`src/rtl/serial_add_ctrl.sv`:
```
// Bit-serial adder controller: one full adder (two half adders plus an OR)
// adds two WIDTH-bit operands LSB-first, one bit per clock, behind start/busy/done.

module half_adder (
  input  logic a,
  input  logic b,
  output logic s,
  output logic c
);
  assign s = a ^ b;
  assign c = a & b;
endmodule

module serial_add_ctrl #(
  parameter int unsigned WIDTH = 8
) (
  input  logic             clk,
  input  logic             rst,
  input  logic             start,
  input  logic [WIDTH-1:0] a,
  input  logic [WIDTH-1:0] b,
  output logic             busy,
  output logic             done,
  output logic [WIDTH-1:0] sum,
  output logic             cout
);
  localparam int unsigned CW = (WIDTH > 1) ? $clog2(WIDTH) : 1;

  typedef enum logic [1:0] {
    IDLE = 2'd0,
    RUN  = 2'd1,
    DONE = 2'd2
  } state_t;

  state_t           state, state_n;
  logic [WIDTH-1:0] a_sh, b_sh, psum, psum_n;
  logic [CW-1:0]    cnt;
  logic             carry, carry_n;
  logic             ha0_s, ha0_c, ha1_c, sbit;
  logic             last;

  // Full adder on the current LSBs and stored carry
  half_adder u_ha0 (.a(a_sh[0]), .b(b_sh[0]), .s(ha0_s), .c(ha0_c));
  half_adder u_ha1 (.a(ha0_s),   .b(carry),   .s(sbit),  .c(ha1_c));

  assign carry_n = ha0_c | ha1_c;
  assign psum_n  = {sbit, psum[WIDTH-1:1]};
  assign last    = (cnt == CW'(WIDTH - 1));

  always_ff @(posedge clk or posedge rst) begin
    if (rst) state <= IDLE;
    else     state <= state_n;
  end

  always_comb begin
    state_n = state;
    case (state)
      IDLE:    if (start) state_n = RUN;
      RUN:     if (last)  state_n = DONE;
      DONE:    state_n = IDLE;
      default: state_n = IDLE;
    endcase
  end

  always_comb begin
    busy = (state == RUN);
    done = (state == DONE);
  end

  always_ff @(posedge clk or posedge rst) begin
    if (rst) begin
      a_sh  <= '0;
      b_sh  <= '0;
      psum  <= '0;
      carry <= 1'b0;
      cnt   <= '0;
      sum   <= '0;
      cout  <= 1'b0;
    end else begin
      case (state)
        IDLE: begin
          if (start) begin
            a_sh  <= a;
            b_sh  <= b;
            psum  <= '0;
            carry <= 1'b0;
            cnt   <= '0;
          end
        end
        RUN: begin
          a_sh  <= {1'b0, a_sh[WIDTH-1:1]};
          b_sh  <= {1'b0, b_sh[WIDTH-1:1]};
          psum  <= psum_n;
          carry <= carry_n;
          cnt   <= cnt + CW'(1);
          // Final bit: publish the sum including this bit and the new carry
          if (last) begin
            sum  <= psum_n;
            cout <= carry_n;
            cnt  <= '0;
          end
        end
        default: ;
      endcase
    end
  end
endmodule

```
`config.mk`:
```
export PLATFORM = sky130hd
export DESIGN_NAME = serial_add_ctrl
export DESIGN_NICKNAME = d
export VERILOG_FILES = /design/src/rtl/serial_add_ctrl.sv
export SDC_FILE = /design/constraint.sdc
export NUM_CORES = 1
export LEC_CHECK = 0
export CAP_MARGIN = 20
export CORE_MARGIN = 3
export CORE_UTILIZATION = 40
export DETAILED_ROUTE_END_ITERATION = 10
export PLACE_DENSITY = 0.68
export SETUP_SLACK_MARGIN = 0.2
export SYNTH_ARGS = -nofsm -noshare
export SYNTH_HDL_FRONTEND = slang
export SYNTH_HIERARCHICAL = 1
export SYNTH_SLANG_ARGS = --single-unit
export TNS_END_PERCENT = 1
```
`constraint.sdc`:
```
create_clock -name clk -period 1.9 [get_ports clk]
set_input_delay 0.38 -clock clk [delete_from_list [all_inputs] [get_ports clk]]
set_output_delay 0.38 -clock clk [all_outputs]
set_load 0.05 [all_outputs]
```
[Yosys cells after proc, flatten, opt, wreduce, memory -nomap -nowiden]
Cells that the tools add are included.
Cells by class
  bitwise logic cells: 5
  equal/unequal tests: 5
  reductions and logical operators: 5
  muxes and demuxes: 14
  add/subtract/negate cells: 1
Operators by type and width (count)
  $pmux 8 s2: 3
  $mux 8: 3
  $mux 3: 2
  $pmux 3 s2: 1
  $reduce_and 2->1: 3
  $mux 2: 2
  $pmux 2 s2: 1
  $add 3x1->3 const B: 1
  $eq 3x3->1 const B: 1
  $and 1x1->1: 2
  $eq 2x1->1 const B: 1
  $eq 2x2->1 const B: 1
  $logic_not 2->1: 1
  $ne 2x1->1 const B: 1
  $ne 2x2->1 const B: 1
  $pmux 1 s2: 1
  $reduce_bool 2->1: 1
  $xor 1x1->1: 2
  $mux 1: 1
  $or 1x1->1: 1
Storage, ports and cells
  output and inout port bits: 11
  input bits: 19
  bits in registers: 39

[Depth between registers and ports, before layout]
Gate-level depths: netlist of the first run.
  word-level depth: 4
  mapped depth: 6
  depth with buffers taken out: 5

[Hierarchy]
Netlist of the first run, hierarchy kept.
By module, submodules not included
  serial_add_ctrl: cells each 135, area each 1617.8 um^2, sequential area each 950.9 um^2, times used 1
  half_adder: cells each 1, area each 12.5 um^2, sequential area each 0.0 um^2, times used 2

[Least setup slack after synthesis of the first run]
OpenSTA, ideal clock, no wires.
  path type: register to output
  from: register state[1]
  to: output done
  required time: 1.520 ns
  arrival: 1.275 ns
  path slack: 0.245 ns
  cell stages (with the launch flop): 4
  path buffers: 1
  cell sequence: dfrtp_1 > buf_2 > inv_2 > nor2_1
On the way
  cells in the longest elaborated chain, start to end: 1
RTL lines
  start: declaration: RTL line 35  | state_t state, state_n;
  start signal: assignment: RTL line 52  | else state <= state_n;
  $eq 2x2->1: RTL line 67  | done = (state == DONE);
  end: declaration: RTL line 23  | output logic done,
Every way passes these cells.

[Worst setup path after layout of the first run]
  from: register sum[7]
  to: output sum[7]
RTL lines
  start: declaration: RTL line 24  | output logic [WIDTH-1:0] sum,
  start signal: assignment: RTL line 98  | sum <= psum_n;
No word-level cell between the ends.

==> results.yml, run 1 <==
sta:
  timing.final.ws_setup_ns: 0.0786
  timing.hold.ws_ns: 0.490
  fmax_ghz: 0.549
  fin_setup_tns_ns: 0
  hold_viol_final: 0
  worst_pin_slew_ns: 0.629
  rsz0062_at_grt: "true"
  maxSlewViolCount: 0
  period_minus_slack_ns: 1.82
  setup_viol: 0
  clock-skew-final_ns: 0.00313
  slew_headroom_pct: 58.0
  fin_crit_sh_pct: 95.9
clock_tree:
  cts.clk_slew.worst_paths_ns: 0.07
  cts_sinks: 38
  cts_buffers: 5
  tritoncts: "built"
  clock_latency_ns: 0.28
  clockBufferDepth: 2
  post_cts_buffers: 0
  htree_levels: 2
  root_buffer: "clkbuf_8"
place:
  gp_congestion: 0.755
  placedCellCount: 211
  io_buffers: 29
  place_area_um2: 2000
  pre_cts_slack_ns: 0.0488
  dp_hpwl_um: 2310
yosys:
  synth_ff_type: "dfrtp_1"
  synth.most_common_cell: "dfrtp_1"
  synthArstFlopShare_pct: 100
  seq_area_frac_synth_pct: 57.9
  synth.ff_latch_count: 38
  synthTopCellsByArea: "dfrtp_1 58%, o22ai_1 6.9%, mux2_4 6.4%"
  synth_cell_type_count: 25
  syn_inst: 137
  yosys-top-cells-count: "38 x dfrtp_1, 18 x o22ai_1, 13 x a21oi_1"
  synth_area_per_cell_um2: 12.0
  synth_nets: 160
  ys_warn_count: 6
  synth_area_leader_cell: "dfrtp_1"
  syn_area_um2: 1640
  synth_edf_count: 0
  synth_top_area_share_pct: 57.9
worst_setup_path:
  critPathMaxFanout: 2
  worstPathCellList: "clkdlybuf4s50_1"
  crit_required_ns: 1.52
  crit_start: "sum[7]"
  path_depth: 1
  reg2reg_slack_ns: 0.28
  crit_family: "buffers and inverters"
  worstReg2RegStart: "cnt[0]"
  rr_endpoint: "sum[7]"
  slowest_stage: "clkdlybuf4s50_1"
  critPathLaunchType: "flip-flop"
  critical_path.endpoint: "sum[7]"
  endpoint_kind: "primary output"
  reg2reg_depth: 5
  worst_ep_arrival_time_ns: 1.44
  cp_num_buf_inv: 1
  path_class: "flip-flop to primary output"
  critical_path.max_stage_delay_ns: 0.80
route:
  via_per_inst: 5.50
  num_vias: 1198
  drc: 0
  dr.pass1.iters: 4
  routed_wl_um: 3340
  drtAntennaViolNets: 0
  wl_per_cell_um: 15.3
  drtIter0Drc: 69
global_routing:
  grt_usage_pct: 15.2
  grt_first_pass_wirelength_um: 6000
  grt_max_degree: 39
  overflow: 0
  use_met2_pct: 23.2
  top_usage_layer: "met2"
  grt_pass1_vias: 1259
  grt.met3_usage_pct: 4.75
  antenna_found_initial: 0
  use_met1_pct: 19.9
floorplan:
  die_h_um: 70.1
  io_pins: 30
  die_area_um2: 4910
  design.core.area_um2: 3800
  start_util_pct: 43.2
  row_count: 22
  die-width_um: 70.1
power_and_ir_drop:
  irDropWorstVdd_uv: 508
  powerDensity_nw_per_um2: 1690
  total_power_mw: 3.51
  p_leak_nw: 0.963
cells_and_area:
  drive_gt1_share_pct: 16.5
  fin_area_um2: 2080
  fillers: 328
  final_cell_count_no_fill: 218
  insertedDiodeCount: 0
  syn2layout_area_growth_pct: 26.8
  nNetsFinal: 193
  utilization_pct: 54.8
outcome:
  outcome: "finished clean"
hold_path:
  worstHoldStart: "carry"
  hp-class: "flip-flop to flip-flop"
run:
  drv_cap: 0
## worst min-delay path by stage
stage,slack (ns),depth (start not counted),end
4_1_cts,0.50,2,carry
3_5_place_dp,0.48,2,carry
3_3_place_gp,0.47,2,cout
6_report,0.49,2,carry
5_1_grt,0.53,2,cout
2_1_floorplan,0.46,2,carry
## worst reg2reg max path, cell delays in order, from the launching register on
cell and delay, ns:
dfrtp_1 0.40, ha_1 0.22, ha_1 0.22, nand3b_1 0.10, buf_4 0.23, mux2_1 0.34
## layout make-up
class / instances / area (um^2) / share of cell area [%]
Clock inverter: 2 / 10.0 / 0.480
Inverter: 8 / 30.0 / 1.44
Multi-Input combinational cell: 83 / 621 / 29.8
Clock buffer: 5 / 68.8 / 3.30
Timing Repair Buffer: 34 / 342 / 16.4
Sequential cell: 38 / 952 / 45.7
Tap cell: 48 / 60.1 / 2.88
## sequential cells by signal, indices dropped and copies added, names as in the netlist
register	flops
sum	8
a_sh	8
cnt	3
cout	1
psum	7
b_sh	8
state	2
carry	1
## report_power, final
part | switching [mW] | internal (mW)
Sequential | 0.244 | 1.17
Clock | 0.270 | 0.246
Combinational | 0.886 | 0.697
Total | 1.40 | 2.11
## layer usage
| metal | up-vias | part of all wire, % |
|---|---|---|
| li1 | 575 | - |
| met1 | 603 | 46 |
| met2 | 16 | 49 |
| met3 | 4 | 3.3 |
| met4 | 0 | 1.6 |
| met5 | - | 0 |
## kinds of logic (layout without fill, tap and decap cells)
logic type,Yosys count,count (layout),synth area share [%]
AOI/OAI and AO/OA,51,51,20.9
adders and majority gates,4,4,3.05
buffers and inverters,16,49,4.34
DFF,38,38,57.9
and+or+nand+nor,20,20,6.70
muxes,8,8,7.08
## placed cells by master (no fill, tap or decap), drive strengths merged, types with 2 or more instances in the layout
cell and count:
a211oi 2, a21oi 13, a22o 11, buf 10
clkbuf 5, clkdlybuf4s50 22, clkinv 2, dfrtp 38
ha 4, inv 8, mux2 8, nand2 3
nand2b 2, nor2 6, nor3 2, nor3b 3
nor4b 2, o21ai 2, o22a 3, o22ai 18
## timing repair
action                     in CTS  in global routing
setup endpoints to repair       8                  7
hold buffers                    0                  0
hold endpoints to repair        0                  0
gates resized for setup         1                  2
(Power assumes the default switching activity.)
==> run 2: changes to the inputs <==
--- a/config.mk
+++ b/config.mk
@@ -9,6 +9,7 @@
 export CORE_MARGIN = 3
 export CORE_UTILIZATION = 40
 export DETAILED_ROUTE_END_ITERATION = 10
+export GPL_ROUTABILITY_DRIVEN = 0
 export PLACE_DENSITY = 0.68
 export SETUP_SLACK_MARGIN = 0.2
 export SYNTH_ARGS = -nofsm -noshare
==> results of run 2 <==
Same layout as run 1: the final DEF is identical, and so are final timing and power.
==> run 3: changes to the inputs <==
--- a/config.mk
+++ b/config.mk
@@ -16,4 +16,3 @@
 export SYNTH_HDL_FRONTEND = slang
 export SYNTH_HIERARCHICAL = 1
 export SYNTH_SLANG_ARGS = --single-unit
-export TNS_END_PERCENT = 1
==> results.yml, run 3 (synthesis gave the netlist of run 1 again) <==
clock_tree:
  cts_sinks: 38
  cts_hold_buf: 0
  clock_latency_ns: 0.29
  cts.clk_slew.worst_paths_ns: 0.08
  clockBufferDepth: 2
  cts_buffers: 5
  tritoncts: "built"
  htree_levels: 2
  root_buffer: "clkbuf_8"
sta:
  fmax_ghz: 0.612
  period_minus_slack_ns: 1.63
  fin_crit_sh_pct: 86.0
  timing.final.ws_setup_ns: 0.266
  setup_viol: 0
  worst_pin_slew_ns: 0.620
  clock-skew-final_ns: 0.00799
  fin_setup_tns_ns: 0
  maxSlewViolCount: 0
  hold_viol_final: 0
  slew_headroom_pct: 58.6
  rsz0062_at_grt: "false"
worst_setup_path:
  worstReg2RegStart: "cnt[0]"
  crit_required_ns: 1.52
  crit_start: "state[0]"
  path_class: "flip-flop to primary output"
  crit_family: "flip-flops"
  rr_endpoint: "sum[7]"
  critPathLaunchType: "flip-flop"
  critical_path.endpoint: "done"
  reg2reg_slack_ns: 0.29
  slowest_stage: "dfrtp_1"
  cp_num_buf_inv: 2
  critical_path.max_stage_delay_ns: 0.41
  critPathMaxFanout: 14
  path_depth: 3
  worst_ep_arrival_time_ns: 1.25
  endpoint_kind: "primary output"
  reg2reg_depth: 5
  worstPathCellList: "buf_4 -> nor2_1 -> buf_12"
run:
  drv_cap: 0
global_routing:
  grt_max_degree: 39
  grt_usage_pct: 15.4
  overflow: 0
  grt_pass1_vias: 1263
  grt_first_pass_wirelength_um: 6070
  antenna_found_initial: 0
cells_and_area:
  insertedDiodeCount: 0
  final_common_cell: "dfrtp_1"
  fin_area_um2: 2100
  multi_input_area_um2: 621
  fillers: 334
  nNetsFinal: 195
  drive_gt1_share_pct: 17.4
  regArea_um2: 952
  syn2layout_area_growth_pct: 27.6
  top_regs: "a_sh (8), b_sh (8), sum (8)"
  final_cell_mix: "37 x dfrtp_1, 18 x o22ai_1, 18 x clkdlybuf4s50_1"
route:
  drc: 0
  route.met2.wl_um: 1710
  routed_wl_um: 3410
  drtIter0Drc: 89
  wl_per_cell_um: 15.5
  via_per_inst: 5.54
  drtAntennaViolNets: 0
  dr.pass1.iters: 4
  routed.top_layer: "met4"
  num_vias: 1218
  wl_met3_um: 108
  wl_met1_um: 1570
power_and_ir_drop:
  irDropWorstVdd_uv: 517
  p_leak_nw: 0.977
  powerDensity_nw_per_um2: 1670
place:
  dp_hpwl_um: 2310
  io_buffers: 29
  pre_cts_slack_ns: 0.0488
  place_area_um2: 2000
floorplan:
  design.core.area_um2: 3800
  die-width_um: 70.1
  io_pins: 30
  die_area_um2: 4910
  row_count: 22
  start_util_pct: 43.2
  die_h_um: 70.1
outcome:
  outcome: "finished clean"
hold_path:
  worstHoldStart: "carry"
  hp-class: "flip-flop to flip-flop"
[run 3: cell count changes in the layout (fill, tap and decap cells not counted)]
cell / before / now
dlymetal6s2s_1: 1 / 0
inv_2: 2 / 1
inv_4: 0 / 1
dlygate4sd2_1: 1 / 6
buf_6: 0 / 1
clkdlybuf4s50_1: 22 / 18
buf_4: 8 / 9
[run 3: worst reg2reg max path, stage by stage (launching register included)]
cell	delay (ns)
dfrtp_1	0.41
ha_1	0.21
ha_1	0.23
nand3b_1	0.14
buf_6	0.19
mux2_1	0.33
[run 3: how the worst min path moves through the flow]
stage	end	slack (ns)	cells after the start
floorplan	carry	0.46	2
global placement	cout	0.47	2
detailed placement	carry	0.48	2
CTS	carry	0.50	2
global route	cout	0.53	2
finish	carry	0.49	2
[run 3: final cells by class]
| cell class | count | share of cell area (%) |
|---|---|---|
| repair buffers | 36 | 16.8 |
| inverters | 8 | 1.55 |
| clock inverters | 2 | 0.478 |
| well taps | 48 | 2.87 |
| flip-flops and latches | 38 | 45.4 |
| clock buffers | 5 | 3.28 |
| multi-input cells | 83 | 29.6 |
[run 3: power by group]
group	switching (mW)	internal, mW
Clock	0.273	0.246
Sequential	0.238	1.17
Combinational	0.900	0.681
Total	1.41	2.10
[run 3: metal layers]
| metal | global-route usage (%) | up-vias |
|---|---|---|
| met3 | 4.75 | 2 |
| met4 | 6.17 | 0 |
| met5 | 0 | - |
| met2 | 23.6 | 21 |
| met1 | 20.2 | 613 |
| li1 | - | 582 |
[run 3: repair_timing]
item,in CTS,in global routing
buffers inserted,0,2
setup endpoints to repair,8,3
pin swaps,0,0
resized for setup,8,1
[run 3: through the flow]
stage                     instances  hold WS [ns]  utilization, %  power, mW
final                           220         0.492            55.2       3.51
after floorplan                 137         0.460               -       2.53
after CTS                       218         0.497            54.7       3.52
after detailed placement        211         0.480            52.7       3.03
after global routing            220         0.529            55.2       3.77
after global placement          211         0.475            52.7       2.97
